--- src/rtl/instr_fetch_buf_if.sv ---
`default_nettype none
// ----------------------------------------------------------------------------
// instr_fetch_buf_if : memory, redirect and core handshake bundle for instr_fetch_buf
// Rev 1.0
// ----------------------------------------------------------------------------
interface instr_fetch_buf_if #(
  parameter int ADDR_W = 5
);
  logic              mem_rd;
  logic [ADDR_W-1:0] mem_addr;
  logic [7:0]        mem_data;
  logic              redirect;
  logic [31:0]       redirect_pc;
  logic              instr_valid;
  logic [31:0]       instr;
  logic [31:0]       instr_pc;
  logic              instr_ready;

  modport master (
    output mem_rd, mem_addr, instr_valid, instr, instr_pc,
    input  mem_data, redirect, redirect_pc, instr_ready
  );

  modport slave (
    input  mem_rd, mem_addr, instr_valid, instr, instr_pc,
    output mem_data, redirect, redirect_pc, instr_ready
  );
endinterface
`default_nettype wire

--- src/rtl/instr_fetch_buf.sv ---
`default_nettype none
// ----------------------------------------------------------------------------
// instr_fetch_buf : byte-serial big-endian fetch into FWFT prefetch FIFO; macro IFETCH_PERF_EN adds starve_cnt
// Rev 1.0
// ----------------------------------------------------------------------------
module instr_fetch_buf #(
  parameter int ADDR_W = 5,
  parameter int DEPTH  = 2
) (
  input wire clk,
  input wire reset,
  instr_fetch_buf_if.master bus
`ifdef IFETCH_PERF_EN
  ,
  output logic [15:0] starve_cnt
`endif
);

  localparam int PTR_W = (DEPTH > 1) ? $clog2(DEPTH) : 1;
  localparam int CNT_W = $clog2(DEPTH + 1);

  localparam logic [0:0] S_IDLE  = 1'b0;
  localparam logic [0:0] S_ISSUE = 1'b1;

  logic [0:0]       r_state;
  logic [0:0]       w_state_nxt;
  logic [1:0]       r_b;
  logic [1:0]       w_b_nxt;
  logic [31:0]      r_fetch_pc;

  logic             r_cap_vld;
  logic [1:0]       r_cap_idx;
  logic [31:0]      r_cap_pc;
  logic [23:0]      r_asm;

  logic [31:0]      r_fifo_instr [DEPTH];
  logic [31:0]      r_fifo_pc    [DEPTH];
  logic [PTR_W-1:0] r_rd_ptr;
  logic [PTR_W-1:0] r_wr_ptr;
  logic [CNT_W-1:0] r_count;

  logic             w_valid;
  logic             w_pop;
  logic             w_push;
  logic [31:0]      w_word;
  logic [1:0]       w_inflight;
  logic [31:0]      w_occ;
  logic             w_room;
  logic             w_unused;

  function automatic logic [PTR_W-1:0] f_inc(input logic [PTR_W-1:0] p);
    return (p == PTR_W'(DEPTH - 1)) ? '0 : p + PTR_W'(1);
  endfunction

  assign w_valid  = (r_count != '0);
  assign w_pop    = w_valid & bus.instr_ready & ~bus.redirect;
  assign w_push   = r_cap_vld & (r_cap_idx == 2'd3) & ~bus.redirect;
  assign w_word   = {r_asm, bus.mem_data};
  assign w_unused = ^bus.redirect_pc[1:0];

  // A word is in flight from its first issue until its last byte is captured.
  assign w_inflight = {1'b0, (r_state == S_ISSUE)} +
                      {1'b0, (r_cap_vld && (r_cap_idx == 2'd3))};
  assign w_occ      = 32'(r_count) + 32'(w_inflight) - 32'(w_pop);
  assign w_room     = (w_occ < 32'(DEPTH));

  always_ff @(posedge clk) begin
    if (reset) begin
      r_state <= S_IDLE;
      r_b     <= 2'd0;
    end else begin
      r_state <= w_state_nxt;
      r_b     <= w_b_nxt;
    end
  end

  always_comb begin
    w_state_nxt = r_state;
    w_b_nxt     = r_b;
    if (bus.redirect) begin
      w_state_nxt = S_IDLE;
      w_b_nxt     = 2'd0;
    end else begin
      case (r_state)
        S_IDLE: begin
          w_b_nxt = 2'd0;
          if (w_room) w_state_nxt = S_ISSUE;
        end
        S_ISSUE: begin
          if (r_b == 2'd3) begin
            w_b_nxt     = 2'd0;
            w_state_nxt = w_room ? S_ISSUE : S_IDLE;
          end else begin
            w_b_nxt = r_b + 2'd1;
          end
        end
        default: begin
          w_state_nxt = S_IDLE;
          w_b_nxt     = 2'd0;
        end
      endcase
    end
  end

  always_comb begin
    bus.mem_rd   = 1'b0;
    bus.mem_addr = '0;
    if (r_state == S_ISSUE) begin
      bus.mem_rd   = 1'b1;
      bus.mem_addr = r_fetch_pc[ADDR_W-1:0] + ADDR_W'(r_b);
    end
  end

  // Capture stage trails issue by one cycle; redirect kills the returning byte.
  always_ff @(posedge clk) begin
    if (reset) begin
      r_fetch_pc <= 32'd0;
      r_cap_vld  <= 1'b0;
      r_cap_idx  <= 2'd0;
      r_cap_pc   <= 32'd0;
      r_asm      <= 24'd0;
      r_rd_ptr   <= '0;
      r_wr_ptr   <= '0;
      r_count    <= '0;
    end else begin
      r_cap_vld <= bus.mem_rd & ~bus.redirect;
      r_cap_idx <= r_b;
      r_cap_pc  <= r_fetch_pc;
      if (r_cap_vld) r_asm <= w_word[23:0];
      if (bus.redirect) begin
        r_fetch_pc <= {bus.redirect_pc[31:2], 2'b00};
        r_rd_ptr   <= '0;
        r_wr_ptr   <= '0;
        r_count    <= '0;
      end else begin
        if ((r_state == S_ISSUE) && (r_b == 2'd3)) r_fetch_pc <= r_fetch_pc + 32'd4;
        if (w_push) r_wr_ptr <= f_inc(r_wr_ptr);
        if (w_pop)  r_rd_ptr <= f_inc(r_rd_ptr);
        if (w_push && !w_pop)      r_count <= r_count + CNT_W'(1);
        else if (!w_push && w_pop) r_count <= r_count - CNT_W'(1);
      end
    end
  end

  always_ff @(posedge clk) begin
    if (w_push) begin
      r_fifo_instr[r_wr_ptr] <= w_word;
      r_fifo_pc[r_wr_ptr]    <= r_cap_pc;
    end
  end

  assign bus.instr_valid = w_valid;
  assign bus.instr       = w_valid ? r_fifo_instr[r_rd_ptr] : 32'd0;
  assign bus.instr_pc    = w_valid ? r_fifo_pc[r_rd_ptr]    : 32'd0;

`ifdef IFETCH_PERF_EN
  logic [15:0] r_starve_cnt;

  always_ff @(posedge clk) begin
    if (reset) begin
      r_starve_cnt <= 16'd0;
    end else if (bus.instr_ready && !w_valid && (r_starve_cnt != 16'hFFFF)) begin
      r_starve_cnt <= r_starve_cnt + 16'd1;
    end
  end

  assign starve_cnt = r_starve_cnt;
`endif

endmodule
`default_nettype wire
--- src/flat_wrapper.sv ---
// flat-port wrapper written by rule: the top's interface ports become plain ports
module instr_fetch_buf_flat 
#(
  parameter int ADDR_W = 5,
  parameter int DEPTH  = 2
)
  (clk, reset, bus_mem_rd, bus_mem_addr, bus_instr_valid, bus_instr, bus_instr_pc, bus_mem_data, bus_redirect, bus_redirect_pc, bus_instr_ready);
  instr_fetch_buf_if #(.ADDR_W(ADDR_W)) bus_i ();
  input wire clk;
  input wire reset;
  output wire logic [$bits(bus_i.mem_rd)-1:0] bus_mem_rd;
  output wire logic [$bits(bus_i.mem_addr)-1:0] bus_mem_addr;
  output wire logic [$bits(bus_i.instr_valid)-1:0] bus_instr_valid;
  output wire logic [$bits(bus_i.instr)-1:0] bus_instr;
  output wire logic [$bits(bus_i.instr_pc)-1:0] bus_instr_pc;
  input wire logic [$bits(bus_i.mem_data)-1:0] bus_mem_data;
  input wire logic [$bits(bus_i.redirect)-1:0] bus_redirect;
  input wire logic [$bits(bus_i.redirect_pc)-1:0] bus_redirect_pc;
  input wire logic [$bits(bus_i.instr_ready)-1:0] bus_instr_ready;
  assign bus_mem_rd = bus_i.mem_rd;
  assign bus_mem_addr = bus_i.mem_addr;
  assign bus_instr_valid = bus_i.instr_valid;
  assign bus_instr = bus_i.instr;
  assign bus_instr_pc = bus_i.instr_pc;
  assign bus_i.mem_data = bus_mem_data;
  assign bus_i.redirect = bus_redirect;
  assign bus_i.redirect_pc = bus_redirect_pc;
  assign bus_i.instr_ready = bus_instr_ready;
  instr_fetch_buf #(.ADDR_W(ADDR_W), .DEPTH(DEPTH)) u_core (.clk(clk), .reset(reset), .bus(bus_i));
endmodule
--- config.mk ---
export PLATFORM = sky130hd
export DESIGN_NAME = instr_fetch_buf_flat
export DESIGN_NICKNAME = d
export VERILOG_FILES = /design/src/rtl/instr_fetch_buf_if.sv /design/src/rtl/instr_fetch_buf.sv /design/src/flat_wrapper.sv
export SDC_FILE = /design/constraint.sdc
export NUM_CORES = 1
export LEC_CHECK = 0
export CORE_AREA = 2 2 128 130
export CTS_CLUSTER_SIZE = 20
export DETAILED_ROUTE_END_ITERATION = 10
export DIE_AREA = 0 0 130 132
export GPL_ROUTABILITY_DRIVEN = 0
export GPL_TIMING_DRIVEN = 0
export PLACE_DENSITY = 0.88
export SYNTH_ARGS = -nofsm -noshare
export SYNTH_HDL_FRONTEND = slang
export SYNTH_SLANG_ARGS = --single-unit
--- constraint.sdc ---
create_clock -name clk -period 7.2 [get_ports clk]
set_input_delay 1.44 -clock clk [delete_from_list [all_inputs] [get_ports clk]]
set_output_delay 1.44 -clock clk [all_outputs]
set_load 0.01 [all_outputs]
After elaboration in Yosys (flattened, before gate mapping)

Memories as Yosys holds them, arrays and structs flattened. A register that Yosys moved wholly into a read port is not among the register bits.
Index checks and enable logic that the tools add are counted.

$add $sub $neg: 10
Order comparisons: 1
Equal/unequal tests: 2
Multiplexer cells: 21
Bitwise operators: 7
Reductions and logical operators: 10

Operator list:

| kind                                                        | number |
|---|---|
| 2-to-1 mux 32 bit                                           | 4 |
| adder 32 x 3 -> 32 bit, second input constant               | 1 |
| less-than comparator 32 x 2 -> 1 bit, second input constant | 1 |
| subtractor 32 x 1 -> 32 bit                                 | 1 |
| 2-to-1 mux 1 bit                                            | 11 |
| 2-to-1 mux 2 bit                                            | 3 |
| nonzero test 2 bit                                          | 3 |
| adder 5 x 2 -> 5 bit                                        | 1 |
| bitwise AND 1 bit                                           | 5 |
| 2-to-1 mux 5 bit                                            | 1 |
| adder 2 x 1 -> 2 bit, second input constant                 | 2 |
| == test 2 bit, second input constant                        | 2 |
| logical AND 1 bit                                           | 4 |
| case mux 2 bit (2 select lines)                             | 1 |
| adder 2 x 2 -> 3 bit                                        | 1 |
| adder 1 bit, second input constant                          | 2 |
| adder 1 x 1 -> 2 bit                                        | 1 |
| zero test 1 bit                                             | 2 |
| NOT 1 bit                                                   | 2 |
| case mux 1 bit (2 select lines)                             | 1 |
| OR reduction 2 bit                                          | 1 |
| subtractor 2 x 1 -> 2 bit, second input constant            | 1 |

Bits in registers: 98
Memory bits (writable): 128
Bits of input ports: 44
Output and inout port bits: 71
Memories kept: 2

Memory list:

| name                | words | width | rd ports | clocked after Yosys merged registers in | write ports | RTL line              | text |
|---|---|---|---|---|---|---|---|
| u_core.r_fifo_instr | 2     | 32    | 1        | 1                                       | 1           | instr_fetch_buf.sv:36 | `logic [31:0] r_fifo_instr [DEPTH];` |
| u_core.r_fifo_pc    | 2     | 32    | 1        | 1                                       | 1           | instr_fetch_buf.sv:37 | `logic [31:0] r_fifo_pc [DEPTH];` |

Logic depth before layout (Yosys ltp)

Gate-level depths: netlist of run 1.

Depth after elaboration: 9
Mapped depth: 11
Mapped depth without buffers: 10

Worst setup path before layout of run 1

No wires, ideal clock.

Path type: input to register
Start point: in bus_redirect
End point: mem u_core.r_fifo_instr[0][0] (enable)
Library setup time: 0.558 ns
Arrival: 5.922 ns
Slack: 0.720 ns
Stages on the path: 2
Cell sequence: clkbuf_1 nor3_1

Cells in the longest elaborated chain, start to end: 4

Ends and longest elaborated chain:

| item                                   | RTL line               | text |
|---|---|---|
| start, declared                        | flat_wrapper.sv:17     | `input wire logic [$bits(bus_i.redirect)-1:0] bus_redirect;` |
| NOT 1 bit                              | instr_fetch_buf.sv:57  | `assign w_push = r_cap_vld & (r_cap_idx == 2'd3) & ~bus.redirect;` |
| bitwise AND 1 bit                      | instr_fetch_buf.sv:57  |  |
| 2-to-1 mux 1 bit                       | instr_fetch_buf.sv:146 | `if (w_push) begin` |
| 2-to-1 mux 1 bit (not written as such) | instr_fetch_buf.sv:147 | `r_fifo_instr[r_wr_ptr] <= w_word;` |
| end, declared                          | instr_fetch_buf.sv:36  |  |

No other way between the ends.

Worst setup path in the final report of run 1

Start point: reg u_core.r_count[1]
End point: out bus_instr[11]

Cells in the longest elaborated chain, start to end: 2

Ends and longest elaborated chain:

| item                   | RTL line               | text |
|---|---|---|
| start, declared        | instr_fetch_buf.sv:40  | `logic [CNT_W-1:0] r_count;` |
| start signal, assigned | instr_fetch_buf.sv:139 | `if (w_push && !w_pop) r_count <= r_count + CNT_W'(1);` |
| start signal, assigned | instr_fetch_buf.sv:140 | `else if (!w_push && w_pop) r_count <= r_count - CNT_W'(1);` |
| nonzero test 2 bit     | instr_fetch_buf.sv:55  | `assign w_valid = (r_count != '0);` |
| 2-to-1 mux 32 bit      | instr_fetch_buf.sv:153 | `assign bus.instr = w_valid ? r_fifo_instr[r_rd_ptr] : 32'd0;` |
| end, declared          | flat_wrapper.sv:14     | `output wire logic [$bits(bus_i.instr)-1:0] bus_instr;` |

No other way between the ends.

==> results of run 1 <==
## per-layer routing
layer  global-route usage  vias up  wire length (um)
met4               0.0830        0               620
met2                0.346      218              8770
met5                    0        -                 0
met3               0.0325       52              1060
li1                     -     2705                 -
met1                0.272     2743              7500
## flip-flops by register name (all words and copies together), names as in the netlist, named ones only
register / cells
u_core.r_count: 2
u_core.r_state: 1
u_core.r_wr_ptr: 1
u_core.r_cap_vld: 1
u_core.r_cap_idx: 2
u_core.r_cap_pc: 30
u_core.r_asm: 24
u_core.r_b: 2
u_core.r_fifo_instr: 64
u_core.r_fetch_pc: 30
u_core.r_fifo_pc: 60
u_core.r_rd_ptr: 1
## power by group through the flow
stage / registers (W) / logic (W) / clock network, W
2_1_floorplan: 0.00138 / 0.0000474 / 0
4_1_cts: 0.00136 / 0.0000907 / 0.00106
6_report: 0.00136 / 0.0000914 / 0.00105
3_3_place_gp: 0.00138 / 0.0000872 / 0
3_5_place_dp: 0.00139 / 0.0000894 / 0
5_1_grt: 0.00136 / 0.0000994 / 0.00111
## layout by cell type, fill, tap and decap left out, types with 10 or more instances in the layout
cell type and n:
a311oi_1 11, clkbuf_1 35, clkbuf_16 21, clkdlybuf4s50_1 109
dfxtp_1 95, edfxtp_1 124, inv_1 18, mux2i_1 86
nand2_1 19, nand3_1 12, nor2_1 120, nor2b_1 26
o21ai_0 18, or4_1 10
## stage by stage
stage / util / std cells / setup WS [ns]
2_1_floorplan: - / 680 / 0.720
3_3_place_gp: 0.629 / 1005 / -2.40
3_5_place_dp: 0.634 / 1011 / 3.08
4_1_cts: 0.675 / 1048 / 2.84
5_1_grt: 0.675 / 1048 / 2.75
6_report: 0.675 / 1048 / 2.85
## cell type report
class	instances	share of cell area
inverters	19	0.00672
flip-flops and latches	219	0.530
repair buffers	115	0.110
clock buffers	29	0.0533
clock inverters	8	0.00837
well taps	216	0.0255
plain buffers	40	0.0157
multi-input cells	402	0.251
## critical path, stage by stage, from the launching register on
cell,delay (ns)
dfxtp_1,0.39
nor2_1,0.91
clkbuf_1,0.46
nor2_1,0.15
clkdlybuf4s50_1,0.51
## cell usage after synthesis (all sizes together) (8+ instances only)
master,count
edfxtp,124
nor2,120
dfxtp,95
mux2i,86
clkbuf,28
nor2b,26
nand2,19
inv,18
o21ai,18
nand3,13
buf,12
a311oi,11
or4,10
or3,9
ha,8
xnor2,8
## cell families after synthesis
group,Yosys count,synth area share
AO/OA/AOI/OAI,60,0.0493
flip-flops,219,0.661
other,1,0.000441
multiplexers,86,0.101
AND/OR/NAND/NOR,230,0.129
XOR/XNOR,14,0.0144
buffers and inverters,59,0.0279
adder cells (fa/ha/maj),10,0.0165
## worst max path at each step
stage / depth (start not counted) / end / slack (ns)
after detailed placement: 9 / u_core.r_state / 3.08
after global placement: 3 / u_core.r_fifo_instr[0][16] / -2.40
after floorplan: 2 / u_core.r_fifo_instr[0][0] / 0.72
after CTS: 4 / bus_instr_pc[8] / 2.84
final: 4 / bus_instr[11] / 2.85
after global routing: 4 / bus_instr_pc[8] / 2.75
==> run summary, run 1 <==
status = finished, final reports clean
initial antenna violation count = 0
Flop pwr share = 0.544
worst r2r path cells = 9
worst skew pair latency = 0.48 ns
flops & latches, synth = 219
layout cell share with drive strength beyond 1 = 0.0541
worst reg2reg endpoint = u_core.r_state
Fin Setup TNS = 0 ns
hold slack = 0.425 ns
Slew Limit Fails = 0
Seq/Total Area, Yosys = 0.661
hold path depth = 0
die span in x = 130 um
async set-reset flop share out of synthesis = 0
Ys Warns = 0
dpl hpwl = 12,100 um
Worst slew margin = 0.217
Max Clock Skew = 0.0117 ns
gr ovfl total = 0
Area after DPL = 9960 sq um
Multi-input gate area = 2660 sq um
clock period minus worst slack = 4.35 ns
H-tree depth = 1
wire length per cell = 17.1 um
via count = 5,718
clk slew on worst S/H paths = 0.06 ns
CP Capture Type = output port
Syn Inst Count = 679
Hold Path Sink = u_core.r_fifo_pc[0][28]
Post-route DRC = 0
TritonCTS Buffers = 21
EDFF count, synth = 124
WP data required = 5.76 ns
Row Count = 46
Ports = 115
core box area = 15,700 sq um
ys flop type = edfxtp_1
RSZ-0062 raised after global routing = false
vias in the first global route = 5,592
Setup Crit Path Kind = reg2out
area grow syn2layout = 24.7%
Hold Violations, Final = 0
first-pass GRT wire length = 28,000 um
R2R setup slack = 4.11 ns
Yosys top cell by area = edfxtp_1
logic gate share of total power = 0.037
clk root buf = clkbuf_16
port bufs = 109
clock buffer depth = 3
Psw = 0.000497 W
syn_area_per_cell = 12.5 sq um
worst min path class = reg2reg
worst-path maximum fanout = 10
DRT Wirelength = 17,900 um
overall power consumption = 0.00250 W
design area = 10,600 sq um
Int Pwr = 0.00200 W
total track usage = 0.208
crit path launch = u_core.r_count[1]
synth top area cells = edfxtp_1 44%, dfxtp_1 22%, mux2i_1 10%
final setup vio count = 0
register area = 5630 sq um
# resized after CTS = 0
setup repair bufs after CTS = 0
critical path arrival = 2.91 ns
initial drt markers = 493
Switching Share = 0.199
FMAX = 230 MHz
Tcrit/Tclk final = 0.603
vias per inst = 5.46
Pleak = 3.52 nW
pwr dens = 236 nW/um^2
Post-CTS Hold Buffers = 0
Layout Nets = 872
First-pass DRT Iterations = 7
Peak VDD IR = 152 uV
worst r2r src = u_core.r_cap_vld
Die Y = 132 um
Post-DRT Antenna Nets = 0
Initial Util = 0.542
clk sinks = 219
CTS tree = built
antenna cells = 0
mapped cell area = 8510 sq um
Least-Margin Pin Slew = 1.17 ns
HP Start = u_core.r_cap_pc[28]
crit path launch type = flop
count of cell types in the netlist = 43
largest net degree at the start of global routing = 63
Synth top area share = 0.438
fillers = 1,091
Clk pwr share = 0.419
die area = 17,200 sq um
total of max-cap violations = 0
(Power assumes the default switching activity.)
==> run 2, diff against run 1 <==
- clock period: 7.2 -> 4.2 ns (I/O delays scaled with it)
==> run summary, run 2 (same netlist as run 1, synthesis figures left out) <==
port bufs = 109 (unchanged)
H-tree depth = 1 (unchanged)
Pleak = 3.53 nW (was 3.52 nW)
core box area = 15,700 sq um (unchanged)
RSZ-0062 raised after global routing = false (unchanged)
fillers = 1,115 (was 1,091)
total of max-cap violations = 0 (unchanged)
WP data required = 3.36 ns (was 5.76 ns)
clock buffer depth = 3 (unchanged)
Ports = 115 (unchanged)
clock period minus worst slack = 3.68 ns
Tcrit/Tclk final = 0.877
Placed Cells incl. Taps = 1,009 (was 1,011)
max reg flops = 64 (unchanged)
area grow syn2layout = 24.8% (was 24.7%)
# resized after CTS = 0 (unchanged)
critical path arrival = 2.84 ns (was 2.91 ns)
First-pass DRT Iterations = 5 (was 7)
setup repair bufs after CTS = 0 (unchanged)
biggest regs = u_core.r_fifo_instr (64), u_core.r_fifo_pc (60) (unchanged)
Peak VDD IR = 342 uV (was 152 uV)
first-pass GRT wire length = 28,500 um (was 28,000 um)
clk root buf = clkbuf_16 (unchanged)
initial drt markers = 530 (was 493)
antenna cells = 0 (unchanged)
worst-path cell chain = nor2_1 > clkbuf_1 > nor2_1 > clkdlybuf4s50_1 (unchanged)
Layout Nets = 871 (was 872)
CP Capture Type = output port (unchanged)
pwr dens = 404 nW/um^2 (was 236 nW/um^2)
initial antenna violation count = 0 (unchanged)
Post-CTS Hold Buffers = 0 (unchanged)
Post-route DRC = 0 (unchanged)
Core Util, Final = 0.676 (was 0.675)
FMAX = 272 MHz
die area = 17,200 sq um (unchanged)
Max Clock Skew = 0.00916 ns (was 0.0117 ns)
most used cell, CP = nor2_1 (unchanged)
Slew Limit Fails = 0 (unchanged)
Die Y = 132 um (unchanged)
vias per inst = 5.38 (was 5.46)
DRT Wirelength = 18,000 um (was 17,900 um)
Final Non-Filler Cells = 1,049 (was 1,048)
total track usage = 0.211 (was 0.208)
wire length per cell = 17.1 um (about the same)
Hold Violations, Final = 0 (unchanged)
via count = 5,645 (was 5,718)
Post-DRT Antenna Nets = 0 (unchanged)
final setup vio count = 0 (unchanged)
hold slack = 0.420 ns (was 0.425 ns)
status = finished, final reports clean (unchanged)
Row Count = 46 (unchanged)
Worst slew margin = 0.222 (was 0.217)
clk sinks = 219 (unchanged)
vias in the first global route = 5,656 (was 5,592)
largest register by flop count = u_core.r_fifo_instr (unchanged)
Critical Path Max Stage Delay = 0.91 ns (about the same)
worst-path maximum fanout = 10 (unchanged)
layout cell share with drive strength beyond 1 = 0.0552 (was 0.0541)
commonest non-fill, non-tap cell in the layout = edfxtp_1 (unchanged)
worst r2r path cells = 9 (unchanged)
TritonCTS Buffers = 22 (was 21)
gr ovfl total = 0 (unchanged)
clk slew on worst S/H paths = 0.06 ns (about the same)
die span in x = 130 um (unchanged)
hold path depth = 0 (unchanged)
CTS tree = built (unchanged)
most frequent cells in the layout = 124 x edfxtp_1, 120 x nor2_1, 109 x clkdlybuf4s50_1 (unchanged)
worst min path class = reg2reg (unchanged)
Least-Margin Pin Slew = 1.16 ns (was 1.17 ns)
largest net degree at the start of global routing = 63 (unchanged)
dpl hpwl = 12,100 um (about the same)
Setup Crit Path Kind = reg2out (unchanged)
crit path launch type = flop (unchanged)
Initial Util = 0.542 (unchanged)
worst skew pair latency = 0.49 ns (was 0.48 ns)
worst-path cell with the longest stage delay = nor2_1 (unchanged)
## run 2: cell count changes in the layout (fill, tap and decap cells not counted), moves of 2 or more
cell / previous run / this run
clkinv_2: 2 / 4
clkinv_1: 4 / 2
clkbuf_16: 21 / 23
buf_6: 5 / 0
bufinv_16: 2 / 0
buf_8: 1 / 4
clkbuf_1: 35 / 37
## run 2: layer usage
layer / vias to the layer above / share of wire / GRT usage
met5: - / 0 / 0
met4: 0 / 0.025 / 0.0771
met3: 42 / 0.065 / 0.0341
met2: 220 / 0.49 / 0.346
met1: 2672 / 0.42 / 0.286
li1: 2711 / - / -
## run 2: path summary, 6_finish.rpt
path                       start                       to  slack [ns]
max            u_core.r_count[1]            bus_instr[27]        0.52
min          u_core.r_cap_pc[23]  u_core.r_fifo_pc[1][23]        0.42
max reg2reg     u_core.r_cap_vld           u_core.r_state        1.41
min reg2reg  u_core.r_cap_pc[23]  u_core.r_fifo_pc[1][23]        0.42
## run 2: power breakdown
part / internal (W) / switching, W / leakage (nW) / total (W)
clock network: 0.00104 / 0.000764 / 0.330 / 0.00181
logic: 0.0000776 / 0.0000777 / 1.27 / 0.000155
registers: 0.00229 / 0.0000378 / 1.93 / 0.00233
## run 2: layout make-up
class / count / area [sq um] / share of cell area
multi-input combinational: 402 / 2670 / 0.251
tap: 216 / 270 / 0.0255
clock buffer: 34 / 637 / 0.0600
sequential: 219 / 5630 / 0.530
clock inverter: 6 / 30.0 / 0.00283
timing repair buffer: 113 / 1150 / 0.108
inverter: 19 / 71.3 / 0.00672
buffer: 40 / 166 / 0.0157
## run 2: through the flow
step | setup TNS [ns] | power, W | setup WS, ns | area, sq um
2_1_floorplan | 0 | 0.00245 | 0.261 | 8520
3_3_place_gp | -153.14 | 0.00252 | -1.81 | 9880
3_5_place_dp | 0 | 0.00253 | 0.796 | 9950
4_1_cts | 0 | 0.00431 | 0.512 | 10600
5_1_grt | 0 | 0.00442 | 0.399 | 10600
6_report | 0 | 0.00429 | 0.518 | 10600
## run 2: worst max-delay path, delay by kind of cell (launching register included)
family / cells / cell delay (ns)
DFF: 1 / 0.39
and+or+nand+nor: 2 / 1.02
buffers and inverters: 2 / 0.94
==> run 3, diff against run 2 <==
- ABC_CLOCK_PERIOD_IN_PS: unset -> 4200
- CAP_MARGIN: unset -> 20
==> run summary, run 3 (same netlist as run 1, synthesis figures left out) <==
Setup Crit Path Kind = reg2out (unchanged)
Flop pwr share = 0.543 (about the same)
worst-path maximum fanout = 10 (unchanged)
crit path launch type = flop (unchanged)
die span in x = 130 um (unchanged)
first-pass GRT wire length = 28,500 um (unchanged)
setup repair bufs after CTS = 0 (unchanged)
# resized after CTS = 0 (unchanged)
crit path launch = u_core.r_count[1] (unchanged)
core box area = 15,700 sq um (unchanged)
CTS tree = built (unchanged)
WP data required = 3.36 ns (about the same)
total of max-cap violations = 0 (unchanged)
commonest non-fill, non-tap cell in the layout = edfxtp_1 (unchanged)
TritonCTS Buffers = 22 (unchanged)
die area = 17,200 sq um (unchanged)
RSZ-0062 raised after global routing = false (unchanged)
CP Capture Type = output port (unchanged)
H-tree depth = 1 (unchanged)
First-pass DRT Iterations = 5 (unchanged)
design area = 10,600 sq um (unchanged)
max reg flops = 64 (unchanged)
clock period minus worst slack = 3.68 ns (unchanged)
Layout Nets = 871 (unchanged)
initial antenna violation count = 0 (unchanged)
biggest regs = u_core.r_fifo_instr (64), u_core.r_fifo_pc (60) (unchanged)
worst skew pair latency = 0.49 ns (about the same)
Worst slew margin = 0.222 (unchanged)
Peak VDD IR = 342 uV (unchanged)
critical path arrival = 2.84 ns (about the same)
clk slew on worst S/H paths = 0.06 ns (about the same)
Post-CTS Hold Buffers = 0 (unchanged)
Row Count = 46 (unchanged)
vias per inst = 5.38 (unchanged)
clk root buf = clkbuf_16 (unchanged)
final setup vio count = 0 (unchanged)
Psw = 0.000880 W (unchanged)
Initial Util = 0.542 (unchanged)
post-place setup slack = 0.796 ns (unchanged)
PnR worst setup slack = 0.518 ns (unchanged)
Post-route DRC = 0 (unchanged)
Switching Share = 0.205 (unchanged)
layout cell share with drive strength beyond 1 = 0.0552 (unchanged)
worst r2r src = u_core.r_cap_vld (unchanged)
Die Y = 132 um (unchanged)
Post-DRT Antenna Nets = 0 (unchanged)
worst min path class = reg2reg (unchanged)
total track usage = 0.211 (unchanged)
initial drt markers = 530 (unchanged)
clock buffer depth = 3 (unchanged)
wire length per cell = 17.1 um (unchanged)
gr ovfl total = 0 (unchanged)
GR Util met2 = 0.346 (unchanged)
largest net degree at the start of global routing = 63 (unchanged)
via count = 5,645 (unchanged)
most frequent cells in the layout = 124 x edfxtp_1, 120 x nor2_1, 109 x clkdlybuf4s50_1 (unchanged)
GR peak layer = met2 (unchanged)
antenna cells = 0 (unchanged)
port bufs = 109 (unchanged)
Int Pwr = 0.00341 W (unchanged)
Area after DPL = 9950 sq um (unchanged)
HP Start = u_core.r_cap_pc[23] (unchanged)
Slew Limit Fails = 0 (unchanged)
Hold Violations, Final = 0 (unchanged)
Max Clock Skew = 0.00916 ns (unchanged)
pwr dens = 404 nW/um^2 (unchanged)
Clk pwr share = 0.421 (about the same)
largest register by flop count = u_core.r_fifo_instr (unchanged)
Least-Margin Pin Slew = 1.16 ns (unchanged)
Pleak = 3.53 nW (unchanged)
vias in the first global route = 5,656 (unchanged)
status = finished, final reports clean (unchanged)
FMAX = 272 MHz (unchanged)
Tcrit/Tclk final = 0.877 (unchanged)
logic gate share of total power = 0.036 (about the same)
met1 Resource Use GR = 0.286 (unchanged)
Ports = 115 (unchanged)
area grow syn2layout = 24.8% (unchanged)
clk sinks = 219 (unchanged)
met3 Use GR = 0.0341 (unchanged)
dpl hpwl = 12,100 um (unchanged)
DRT Wirelength = 18,000 um (unchanged)
==> run 3: cell counts in the layout (fill, tap and decap cells not counted) <==
Identical to the previous run, type by type.
==> run 3: area by class of cell <==
type	instances	area (sq um)
sequential	219	5630
fill	1115	5090
multi-input combinational	402	2670
timing repair buffer	113	1150
clock buffer	34	637
tap	216	270
buffer	40	166
inverter	19	71.3
clock inverter	6	30.0
==> run 3: metal layers <==
metal	wire, um	vias to the layer above
met4	454	0
met2	8750	220
met5	0	-
met1	7590	2672
li1	-	2711
met3	1170	42
==> run 3: final timing paths <==
check,cells after the start,slack [ns],endpoint
setup / recovery,4,0.52,bus_instr[27]
hold / removal,0,0.42,u_core.r_fifo_pc[1][23]
setup reg to reg,9,1.41,u_core.r_state
hold reg to reg,0,0.42,u_core.r_fifo_pc[1][23]
==> run 3: critical path: stages, from the launching register on <==
cell and delay (ns):
dfxtp_1 0.39, nor2_1 0.91, clkbuf_1 0.44, nor2_1 0.11, clkdlybuf4s50_1 0.50
==> run 3: through the flow <==
step | total power [W] | utilization | setup TNS, ns | hold WS (ns) | std cells
after floorplan | 0.00245 | - | 0 | 0.404 | 680
final | 0.00429 | 0.676 | 0 | 0.420 | 1049
after detailed placement | 0.00253 | 0.633 | 0 | 0.411 | 1009
after CTS | 0.00431 | 0.676 | 0 | 0.424 | 1049
after global routing | 0.00442 | 0.676 | 0 | 0.436 | 1049
after global placement | 0.00252 | 0.629 | -153.14 | 0.406 | 1005
==> run 3: power by group through the flow <==
stage,clock network [W],registers (W),logic (W)
finish,0.00181,0.00233,0.000155
global route,0.00192,0.00233,0.000168
CTS,0.00182,0.00233,0.000154
detailed placement,0,0.00238,0.000151
global placement,0,0.00237,0.000149
floorplan,0,0.00236,0.0000813
